[src/rtl/wb_dcache_flush_ctrl.sv]
// wb_dcache_flush_ctrl: walks every set of the write-back data cache, writes
// back each dirty line (lowest way first) and optionally invalidates the set.
// Owns the tag arrays and the writeback unit for the duration of a flush.
//
// Optional feature: define WB_DCACHE_FLUSH_COUNT_EN to keep a count of
// written-back lines on wb_count_o; when undefined wb_count_o is tied to 0.
//
// Ports:
//   clk_i, rst_i              clock, asynchronous active-high reset
//   flush_req_i/inval_i       start request and invalidate-after-writeback mode
//   busy_o, flush_ack_o       flush in progress, one-cycle completion pulse
//   tag_req_o/gnt_i/set_o     tag read request handshake for the scanned set
//   tag_rvalid_i/dirty_i      tag read response, per-way dirty bits
//   wb_req_o/gnt_i/set_o/way_o writeback request handshake
//   wb_done_i                 writeback of the granted line completed
//   inv_we_o/inv_set_o        one-cycle invalidate of every way of a set
//   wb_count_o                lines written back in the last/current flush
module wb_dcache_flush_ctrl #(
  parameter int unsigned DCACHE_BYTE_SIZE  = 32768,
  parameter int unsigned DCACHE_SET_ASSOC  = 8,
  parameter int unsigned DCACHE_LINE_WIDTH = 128,
  localparam int unsigned NR_SETS = DCACHE_BYTE_SIZE / (DCACHE_SET_ASSOC * DCACHE_LINE_WIDTH / 8),
  localparam int unsigned IDX_W   = $clog2(NR_SETS),
  localparam int unsigned WAY_W   = $clog2(DCACHE_SET_ASSOC),
  localparam int unsigned CNT_W   = IDX_W + WAY_W + 1
) (
  input  logic                        clk_i,
  input  logic                        rst_i,
  input  logic                        flush_req_i,
  input  logic                        flush_inval_i,
  output logic                        busy_o,
  output logic                        flush_ack_o,
  output logic                        tag_req_o,
  input  logic                        tag_gnt_i,
  output logic [IDX_W-1:0]            tag_set_o,
  input  logic                        tag_rvalid_i,
  input  logic [DCACHE_SET_ASSOC-1:0] tag_dirty_i,
  output logic                        wb_req_o,
  input  logic                        wb_gnt_i,
  output logic [IDX_W-1:0]            wb_set_o,
  output logic [WAY_W-1:0]            wb_way_o,
  input  logic                        wb_done_i,
  output logic                        inv_we_o,
  output logic [IDX_W-1:0]            inv_set_o,
  output logic [CNT_W-1:0]            wb_count_o
);

  typedef enum logic [3:0] {
    IDLE, TAG_REQ, TAG_WAIT, SCAN, WB_REQ, WB_WAIT, INV, NEXT, DONE
  } state_e;

  state_e                      state_q, state_d;
  logic [IDX_W-1:0]            set_q, set_d;
  logic [DCACHE_SET_ASSOC-1:0] mask_q, mask_d;
  logic [WAY_W-1:0]            way_q, way_d;
  logic                        inval_q, inval_d;
  logic [WAY_W-1:0]            low_way;

  logic busy_q, busy_d, ack_q, ack_d, tag_req_q, tag_req_d;
  logic wb_req_q, wb_req_d, inv_we_q, inv_we_d;

  // State, datapath and output registers
  always_ff @(posedge clk_i or posedge rst_i) begin
    if (rst_i) begin
      state_q   <= IDLE;
      set_q     <= '0;
      mask_q    <= '0;
      way_q     <= '0;
      inval_q   <= 1'b0;
      busy_q    <= 1'b0;
      ack_q     <= 1'b0;
      tag_req_q <= 1'b0;
      wb_req_q  <= 1'b0;
      inv_we_q  <= 1'b0;
    end else begin
      state_q   <= state_d;
      set_q     <= set_d;
      mask_q    <= mask_d;
      way_q     <= way_d;
      inval_q   <= inval_d;
      busy_q    <= busy_d;
      ack_q     <= ack_d;
      tag_req_q <= tag_req_d;
      wb_req_q  <= wb_req_d;
      inv_we_q  <= inv_we_d;
    end
  end

  // Lowest-index dirty way of the latched mask
  always_comb begin
    low_way = '0;
    for (int i = DCACHE_SET_ASSOC - 1; i >= 0; i--) begin
      if (mask_q[i]) low_way = WAY_W'(i);
    end
  end

  // Next-state and datapath update
  always_comb begin
    state_d = state_q;
    set_d   = set_q;
    mask_d  = mask_q;
    way_d   = way_q;
    inval_d = inval_q;
    unique case (state_q)
      IDLE: begin
        if (flush_req_i) begin
          inval_d = flush_inval_i;
          set_d   = '0;
          state_d = TAG_REQ;
        end
      end
      TAG_REQ:  if (tag_gnt_i) state_d = TAG_WAIT;
      TAG_WAIT: begin
        if (tag_rvalid_i) begin
          mask_d  = tag_dirty_i;
          state_d = SCAN;
        end
      end
      SCAN: begin
        if (|mask_q) begin
          way_d   = low_way;
          state_d = WB_REQ;
        end else begin
          state_d = inval_q ? INV : NEXT;
        end
      end
      WB_REQ:   if (wb_gnt_i) state_d = WB_WAIT;
      WB_WAIT: begin
        if (wb_done_i) begin
          mask_d[way_q] = 1'b0;
          state_d       = SCAN;
        end
      end
      INV:      state_d = NEXT;
      NEXT: begin
        if (set_q == IDX_W'(NR_SETS - 1)) begin
          state_d = DONE;
        end else begin
          set_d   = set_q + IDX_W'(1);
          state_d = TAG_REQ;
        end
      end
      DONE:     state_d = IDLE;
      default:  state_d = IDLE;
    endcase
  end

  // Output decode from the next state so the strobes come straight from flops
  always_comb begin
    busy_d    = (state_d != IDLE);
    ack_d     = (state_d == DONE);
    tag_req_d = (state_d == TAG_REQ);
    wb_req_d  = (state_d == WB_REQ);
    inv_we_d  = (state_d == INV);
  end

  assign busy_o      = busy_q;
  assign flush_ack_o = ack_q;
  assign tag_req_o   = tag_req_q;
  assign wb_req_o    = wb_req_q;
  assign inv_we_o    = inv_we_q;
  assign tag_set_o   = set_q;
  assign wb_set_o    = set_q;
  assign inv_set_o   = set_q;
  assign wb_way_o    = way_q;

`ifdef WB_DCACHE_FLUSH_COUNT_EN
  logic [CNT_W-1:0] cnt_q, cnt_d;

  // Written-back line counter, cleared at flush start, saturating
  always_comb begin
    cnt_d = cnt_q;
    if (state_q == IDLE && flush_req_i) begin
      cnt_d = '0;
    end else if (state_q == WB_WAIT && wb_done_i && cnt_q != '1) begin
      cnt_d = cnt_q + CNT_W'(1);
    end
  end

  always_ff @(posedge clk_i or posedge rst_i) begin
    if (rst_i) cnt_q <= '0;
    else       cnt_q <= cnt_d;
  end

  assign wb_count_o = cnt_q;
`else
  assign wb_count_o = '0;
`endif

endmodule

[config.mk]
export PLATFORM = sky130hd
export DESIGN_NAME = wb_dcache_flush_ctrl
export DESIGN_NICKNAME = d
export VERILOG_FILES = /design/src/rtl/wb_dcache_flush_ctrl.sv
export SDC_FILE = /design/constraint.sdc
export NUM_CORES = 1
export LEC_CHECK = 0
export CORE_ASPECT_RATIO = 0.8
export CORE_MARGIN = 2
export CORE_UTILIZATION = 38
export DETAILED_ROUTE_END_ITERATION = 16
export PLACE_DENSITY_LB_ADDON = 0.15
export RECOVER_POWER = 100
export REMOVE_ABC_BUFFERS = 1
export SYNTH_ARGS = -nofsm -noshare
export SYNTH_HDL_FRONTEND = slang
export SYNTH_SLANG_ARGS = --single-unit
[constraint.sdc]
create_clock -name clk_i -period 4.8 [get_ports clk_i]
set_input_delay 0.96 -clock clk_i [delete_from_list [all_inputs] [get_ports clk_i]]
set_output_delay 0.96 -clock clk_i [all_outputs]
set_load 0.02 [all_outputs]
Word-level counts from Yosys, hierarchy flattened. Index checks and enable logic that the tools add are counted.

Output and inout port bits: 44. Register bits: 29. Word-level logic and storage cells: 66.

Multiplexer cells: 25. Bitwise gates (word level): 2. Equality and inequality tests: 16. Order comparisons: 2. Reductions and logical operators: 10. Add/subtract/negate cells: 1.

Operator list (count): two-way mux 8 bit (4); case mux 4 bit (8 select lines) (1); case mux 8 bit (2 select lines) (2); == test 4 x 3 -> 1 bit, second input constant (6); two-way mux 3 bit (8); two-way mux 4 bit (6); adder 8 x 1 -> 8 bit, second input constant (1); AND 8 bit (1); == test 4 x 1 -> 1 bit, second input constant (2); == test 4 x 2 -> 1 bit, second input constant (2); == test 8 bit, second input constant (1); != test 2 bit, second input constant (4); inverter 8 bit (1); OR reduction 8 bit (1); AND reduction 3 bit (2); == test 4 bit, second input constant (1); logical NOT 4 bit (1); less-than comparator 3 x 4 -> 1 bit, second input constant (1); AND reduction 2 bit (2); nonzero test 2 bit (2); nonzero test 4 bit (1); demux 1 bit (select 3 bit) (1); >= comparator 3 x 1 -> 1 bit, second input constant (1); two-way mux 1 bit (2); other kinds (2) (2).

Longest topological paths before layout. Gate-level depths: netlist of the first run.

Depth in word-level cells: 8. Mapped depth: 7. Gate-level depth less buffers: 5.

Worst setup path after synthesis of the first run. No wires, ideal clock.

Kind: input port to flip-flop. Start point: input wb_done_i. End point: register busy_q, in the netlist busy_o. Arrival: 1.904 ns. Setup slack: 2.757 ns. Stages on the path: 5. Library setup time: 0.139 ns. Required time: 4.661 ns. Path buffers: 0. Path through: mux2i_1 -> nor4_1 -> a221oi_2 -> nor2_2 -> or4b_1.

Cells in the longest elaborated chain, start to end: 3.

Ends and longest elaborated chain: from (decl) (line 42) `input logic wb_done_i,`; two-way mux 4 bit (line 129) `if (wb_done_i) begin`; case mux 4 bit (8 select lines) (line 104) `unique case (state_q)`; via state_d[1] (line 52) `state_e state_q, state_d;`; nonzero test 4 bit (line 150) `busy_d = (state_d != IDLE);`; via busy_d (line 59) `logic busy_q, busy_d, ack_q, ack_d, tag_req_q, tag_req_d;`; to (signal assigned) (line 81) `busy_q <= busy_d;`; to (decl) (line 59).

The timed path passes the listed nets, and every way through them passes these cells. A chain may end at the register's enable or synchronous reset.

Worst setup path in the final report of the first run. Ends and elaborated chain as after synthesis.

==> results of run 1 <==
==> cells in the final DEF, fill, tap and decap left out, types with 3 or more instances in the layout <==
master and n:
xnor2_1 6, nor3_1 4, dfrtp_1 29, dlygate4sd3_1 35
conb_1 12, and2_0 3, nand2_1 12, nand4_1 4
a211oi_1 3, inv_1 7, a22o_1 8, a21oi_1 8
nand3_1 6, nor2_1 17, clkdlybuf4s50_1 12, nor3b_1 3
o21ai_0 14, clkbuf_8 7
==> stage by stage <==
| stage | instances | total power, uW | hold WS [ns] | cell area (um2) |
|---|---|---|---|---|
| 2_1_floorplan | 160 | 721 | 0.495 | 1530 |
| 3_3_place_gp | 267 | 881 | 0.528 | 2070 |
| 3_5_place_dp | 267 | 886 | 0.527 | 2070 |
| 4_1_cts | 275 | 1110 | 0.530 | 2180 |
| 5_1_grt | 275 | 1150 | 0.554 | 2150 |
| 6_report | 275 | 1070 | 0.531 | 2150 |
==> cells by family (layout without fill, tap and decap cells) <==
kind of cell | Yosys count | in the layout | synth area share, %
muxes | 1 | 1 | 0.565
other | 1 | 12 | 0.212
AOI/OAI and AO/OA | 43 | 43 | 17.7
buffers and inverters | 46 | 62 | 17.5
xor gates and xnor gates | 6 | 6 | 2.97
and+or+nand+nor | 61 | 61 | 19.4
DFF | 29 | 29 | 41.0
adders and majority gates | 1 | 1 | 0.706
==> where the power goes <==
group	leakage [uW]	switching [uW]	internal (uW)
sequential	0.000378	107	319
combinational	0.000577	235	191
clock	0.0000542	90.1	129
==> routing by layer <==
layer / share of wire (%) / wire, um / track usage [%]
met4: 0.64 / 23 / 5.93
met3: 5.6 / 200 / 4.32
met1: 50 / 1780 / 21.8
met5: 0 / 0 / 0
met2: 44 / 1590 / 20.5
==> worst max-delay path, stage by stage <==
cell,delay (ns)
dlygate4sd3_1,0.58
mux2i_1,0.15
nor4_1,0.07
a221oi_1,0.40
nor2_2,0.08
or4b_1,0.52
==> sequential cells by signal, summed over array words and instances, names as in the netlist <==
| register | flops |
|---|---|
| inv_set_o | 8 |
| mask_q | 8 |
| busy_o | 1 |
| flush_ack_o | 1 |
| wb_req_o | 1 |
| state_q | 4 |
| tag_req_o | 1 |
| inval_q | 1 |
| wb_way_o | 3 |
| inv_we_o | 1 |
==> worst max path at each step <==
stage | startpoint | to | slack [ns]
3_5_place_dp | wb_done_i | busy_o$_DFF_PP0_ | 2.18
6_report | wb_done_i | busy_o$_DFF_PP0_ | 2.21
2_1_floorplan | wb_done_i | busy_o$_DFF_PP0_ | 2.75
3_3_place_gp | flush_req_i | busy_o$_DFF_PP0_ | 2.22
5_1_grt | wb_done_i | mask_q[5]$_DFFE_PP0P_ | 2.09
4_1_cts | inv_set_o[2]$_DFFE_PP0P_ | wb_set_o[2] | 2.36
==> final cells by class <==
| class | count | area [um2] |
|---|---|---|
| fill | 439 | 2400 |
| multi-input combinational | 124 | 747 |
| sequential | 29 | 726 |
| timing repair buffer | 47 | 470 |
| clock buffer | 7 | 96.3 |
| tap | 60 | 75.1 |
| inverter | 7 | 26.3 |
| clock inverter | 1 | 5.00 |
==> summary.txt, run 1 <==
Clock tree
  – Inserted Clock Buffers: 5
  – Worst skew pair latency: 0.28 ns
  – CTS max path bufs: 2
  – Clock transition at path regs: roughly 0.06 ns
  – Post-CTS Hold Buffers: 0
  – Htree depth: 2
  – Setup Buffers After CTS: 0
  – CTS tree: yes
  – Number of gates resized after cts: 0
  – Clk root buf: clkbuf_8
  – Clock Sinks: 29

Global route
  – Initial antenna violation count: 0
  – Largest net degree at the start of global routing: 30
  – First-pass GRT wire length: a little under 6 mm
  – Vias in the first global route: about 1.2k
  – Global route overflow: 0
  – GRT Overall Usage: 14.9%

Die
  – Die extent in x: 80.3 um
  – DIE AREA: approximately 0.0052 mm2
  – Die H: 65.1 um
  – Io pins: 60
  – Initial Util: 39.0%
  – Std cell rows: 22
  – Core footprint: 0.00454 mm2

Synthesis
  – Synthesized area per cell: 9.42 um2
  – Netlist cell types: 44
  – Top-area cell type share of the netlist area: 41.0%
  – Number of flops mapped to enable cells by yosys: 0
  – Largest cells by area after synthesis: dfrtp_1, buf_4, a22o_1, o21ai_0, nor2_1
  – Most frequent cell after synthesis: buf_4
  – Synth Cell Area: between 0.0015 and 0.002 mm2
  – Synth top cells by count: buf_4, dfrtp_1, nor2_1
  – Top FF cell, synth: dfrtp_1
  – Post-synth ARST share: 100%
  – Sequential share of the synthesized area: 41.0%
  – Synth area leader: dfrtp_1
  – Synth warn: 0
  – Post-synthesis register bit count: 29
  – Post-Synthesis Cells: 188

Status
  – Outcome: completed

Timing
  – Post-route setup slack: 2.21 ns
  – Crit path time final: 2.59 ns
  – Tightest Pin Transition: 1.10 ns
  – Final hold viol count: 0
  – Fmax achieved: approximately 390 MHz
  – Final Max Slew Viols: 0
  – Final period utilization: 54.0%
  – Final setup violation count: 0
  – Clk_skew: about 0.0057 ns
  – RSZ-0062 raised after global routing: no
  – Setup TNS: 0 ns
  – Headroom to the max-slew limit: 26.6%

Worst setup path
  – R2r startpoint: state_q[0]$_DFF_PP0_
  – Setup crit start kind: input pin
  – R2r setup slk: 2.61 ns
  – Reg-to-reg critical path endpoint: wb_way_o[1]$_DFFE_PP0P_
  – Crit path kind: in -> reg
  – Worst EP required: around 5 ns
  – CP max FO: 3
  – CP Capture Type: register
  – Arrival @ worst endpoint: roughly 2.7 ns
  – R2R cell count: 4

Drt
  – Routed vias: 1363
  – Initial DRC count: between 50 and 60
  – Final wirelength: roughly 3.6 mm
  – WL/cell: 13.1 um
  – Routed Antenna Nets: 0
  – Routed vias/inst: 4.96
  – DRC violations left: 0
  – Initial DRT Pass Iterations: 4

Place
  – PortBufs: 47
  – Setup slack at placement: 2.18 ns
  – Dpl hpwl: 2.71 mm
  – GPL Wtd Cong: 0.812

Cells and area
  – Antenna cells: 0
  – Final net count: 231
  – Share of layout cells above drive strength 1: under 10%
  – Post-layout util: 47.2%
  – Synth-to-layout area growth: 21.1%

Job
  – Max-cap violations: 0

Min path
  – WHS Endpoint: wb_way_o[1]$_DFFE_PP0P_
  – WHS Path Cells: 1
  – Worst hold path class: reg -> reg
  – Hold_sp: mask_q[1]$_DFFE_PP0P_

Power
  – Leakage: 0.00101 uW
  – Worst VDD drop: 0.000169 V
  – Power Density: about 500 mW/mm2
Note: power is estimated with default switching activity, not from simulation.
==> inputs of run 2 (changes only) <==
==> constraint.sdc (replaced) <==
create_clock -name clk_i -period 2.2 [get_ports clk_i]
set_input_delay 0.44 -clock clk_i [delete_from_list [all_inputs] [get_ports clk_i]]
set_output_delay 0.44 -clock clk_i [all_outputs]
set_load 0.02 [all_outputs]
==> run 2 against run 1 <==
Against the previous run:
- largest cell class unchanged
- flip-flop and latch count stayed put
- cell area is 0.17% higher
- sequential share of layout area is 0.059 points lower
- utilization is 0.083 points higher
- clock skew hardly changed
- critical endpoint is now wb_set_o[2]
- setup slack worse by 2.0 ns
- first-iteration DRC count is 7.8% higher
- die area stayed put
- global-route usage is 0.57 points higher
- combinational power is 130% higher
- register-to-register slack worse by 2.3 ns
- cell count is 1.1% higher
==> summary.txt, run 2 (synthesis gave the netlist of run 1 again) <==
Status
  – Outcome: completed

Drt
  – Initial DRC count: 55
  – Initial DRT Pass Iterations: 4
  – Routed vias: 1387
  – WL/cell: 13.7 um
  – DRC violations left: 0
  – Routed Antenna Nets: 0
  – Final wirelength: 3.81 mm
  – Routed vias/inst: 4.99

Worst setup path
  – R2r setup slk: between 0.2 and 0.3 ns
  – Levels on crit path: 1
  – Arrival @ worst endpoint: ~1.5 ns
  – CP Capture Type: output pin
  – R2R cell count: 5
  – CP bufs+invs: 1
  – Crit path kind: reg -> out
  – Reg-to-reg critical path endpoint: busy_o$_DFF_PP0_
  – Worst EP required: 1.76 ns
  – CP max FO: 10
  – R2r startpoint: state_q[2]$_DFF_PP0_
  – Setup crit start kind: register
  – Crit path max-delay cell type: dlygate4sd3_1
  – Crit path cell chain: dlygate4sd3_1
  – Crit-path leading delay family: buffers and inverters
  – Max incr delay on CP: approximately 0.73 ns

Die
  – Die H: 65.1 um
  – DIE AREA: 0.00523 mm2
  – Core footprint: 0.00454 mm2
  – Die extent in x: 80.3 um
  – Std cell rows: 22
  – Initial Util: 39.0%
  – Io pins: 60

Clock tree
  – CTS tree: yes
  – Setup Buffers After CTS: 0
  – Post-CTS Hold Buffers: 0
  – Number of gates resized after cts: 0
  – Inserted Clock Buffers: 5
  – Clk root buf: clkbuf_8
  – Clock transition at path regs: 0.07 ns
  – CTS max path bufs: 2
  – Worst skew pair latency: between 0.2 and 0.3 ns
  – Htree depth: 2
  – Clock Sinks: 29

Timing
  – Headroom to the max-slew limit: 51.4%
  – Tightest Pin Transition: 0.729 ns
  – RSZ-0062 raised after global routing: no
  – Final hold viol count: 0
  – Fmax achieved: 511 MHz
  – Final Max Slew Viols: 0
  – Post-route setup slack: between 0.2 and 0.25 ns
  – Final setup violation count: 0
  – Clk_skew: 0.00577 ns
  – Setup TNS: 0 ns
  – Crit path time final: 1.96 ns
  – Final period utilization: 88.9%

Global route
  – Global route overflow: 0
  – Largest net degree at the start of global routing: 30
  – Vias in the first global route: 1254
  – Initial antenna violation count: 0
  – First-pass GRT wire length: 6.11 mm
  – GRT Overall Usage: 15.5%

Cells and area
  – Antenna cells: 0
  – Most frequent cells in the layout: dlygate4sd3_1, dfrtp_1, nor2_1
  – Final net count: approximately 230
  – Share of layout cells above drive strength 1: 7.80%
  – Synth-to-layout area growth: 21.3%
  – Most common library cell in the layout ignoring fill and taps: dlygate4sd3_1

Min path
  – Hold_sp: mask_q[0]$_DFFE_PP0P_
  – Worst hold path class: reg -> reg
  – WHS Endpoint: wb_way_o[0]$_DFFE_PP0P_
  – WHS Path Cells: 1

Place
  – GPL Wtd Cong: ~0.85
  – Dpl hpwl: 2.82 mm
  – PortBufs: 47
  – Setup slack at placement: slightly below 0.1 ns

Power
  – Switching portion of total power: a little over two fifths
  – Worst VDD drop: 0.000522 V
  – Sequential Power Share: 40.4%
  – Power Density: 1080 mW/mm2
  – Comb power frac: 41.7%
  – NetSw: 966 uW
  – Leakage: 0.00101 uW
  – Part of the power in the clock network: 17.9%
  – Int Power: 1350 uW

Job
  – Max-cap violations: 0
## run 2: cell types whose count changed in the layout (fill, tap and decap cells not counted), moves of 2 or more
cell,previous run,this run
buf_4,0,2
clkdlybuf4s50_1,12,14
clkbuf_8,7,5
dlygate4sd3_1,35,33
## run 2: cell type report
type	count	area, um2
clock inverter	2	10.0
inverter	7	26.3
timing repair buffer	50	490
sequential	29	726
tap	60	75.1
clock buffer	6	72.6
fill	449	2390
multi-input combinational	124	749
## run 2: power groups by stage
| stage | Sequential (uW) | Combinational (uW) | Clock, uW |
|---|---|---|---|
| after global placement | 941 | 1000 | 0 |
| final | 936 | 967 | 414 |
| after floorplan | 995 | 579 | 0 |
| after detailed placement | 953 | 1030 | 0 |
| after CTS | 943 | 1030 | 430 |
| after global routing | 968 | 1060 | 459 |
## run 2: metrics by stage
| step | hold WS (ns) | area (um2) | utilization (%) | power (uW) | instances |
|---|---|---|---|---|---|
| 4_1_cts | 0.534 | 2180 | 48.0 | 2400 | 278 |
| 3_5_place_dp | 0.528 | 2100 | 46.2 | 1980 | 270 |
| 3_3_place_gp | 0.510 | 2100 | 46.2 | 1940 | 270 |
| 5_1_grt | 0.554 | 2150 | 47.3 | 2490 | 278 |
| 2_1_floorplan | 0.495 | 1530 | - | 1570 | 160 |
| 6_report | 0.529 | 2150 | 47.3 | 2320 | 278 |
## run 2: routing by layer
metal	share of wire [%]	routed length, um	global-route usage, %
met5	0	0	0
met4	1.7	65	6.78
met3	4.5	172	4.04
met2	46	1770	23.0
met1	47	1800	21.2
## run 2: how the worst max path moves through the flow
| stage | from | end |
|---|---|---|
| 3_3_place_gp | wb_done_i | busy_o$_DFF_PP0_ |
| 5_1_grt | state_q[1]$_DFF_PP0_ | mask_q[1]$_DFFE_PP0P_ |
| 4_1_cts | inv_set_o[2]$_DFFE_PP0P_ | wb_set_o[2] |
| 3_5_place_dp | wb_done_i | busy_o$_DFF_PP0_ |
| 6_report | inv_set_o[2]$_DFFE_PP0P_ | wb_set_o[2] |
| 2_1_floorplan | inv_set_o[0]$_DFFE_PP0P_ | inv_set_o[5]$_DFFE_PP0P_ |
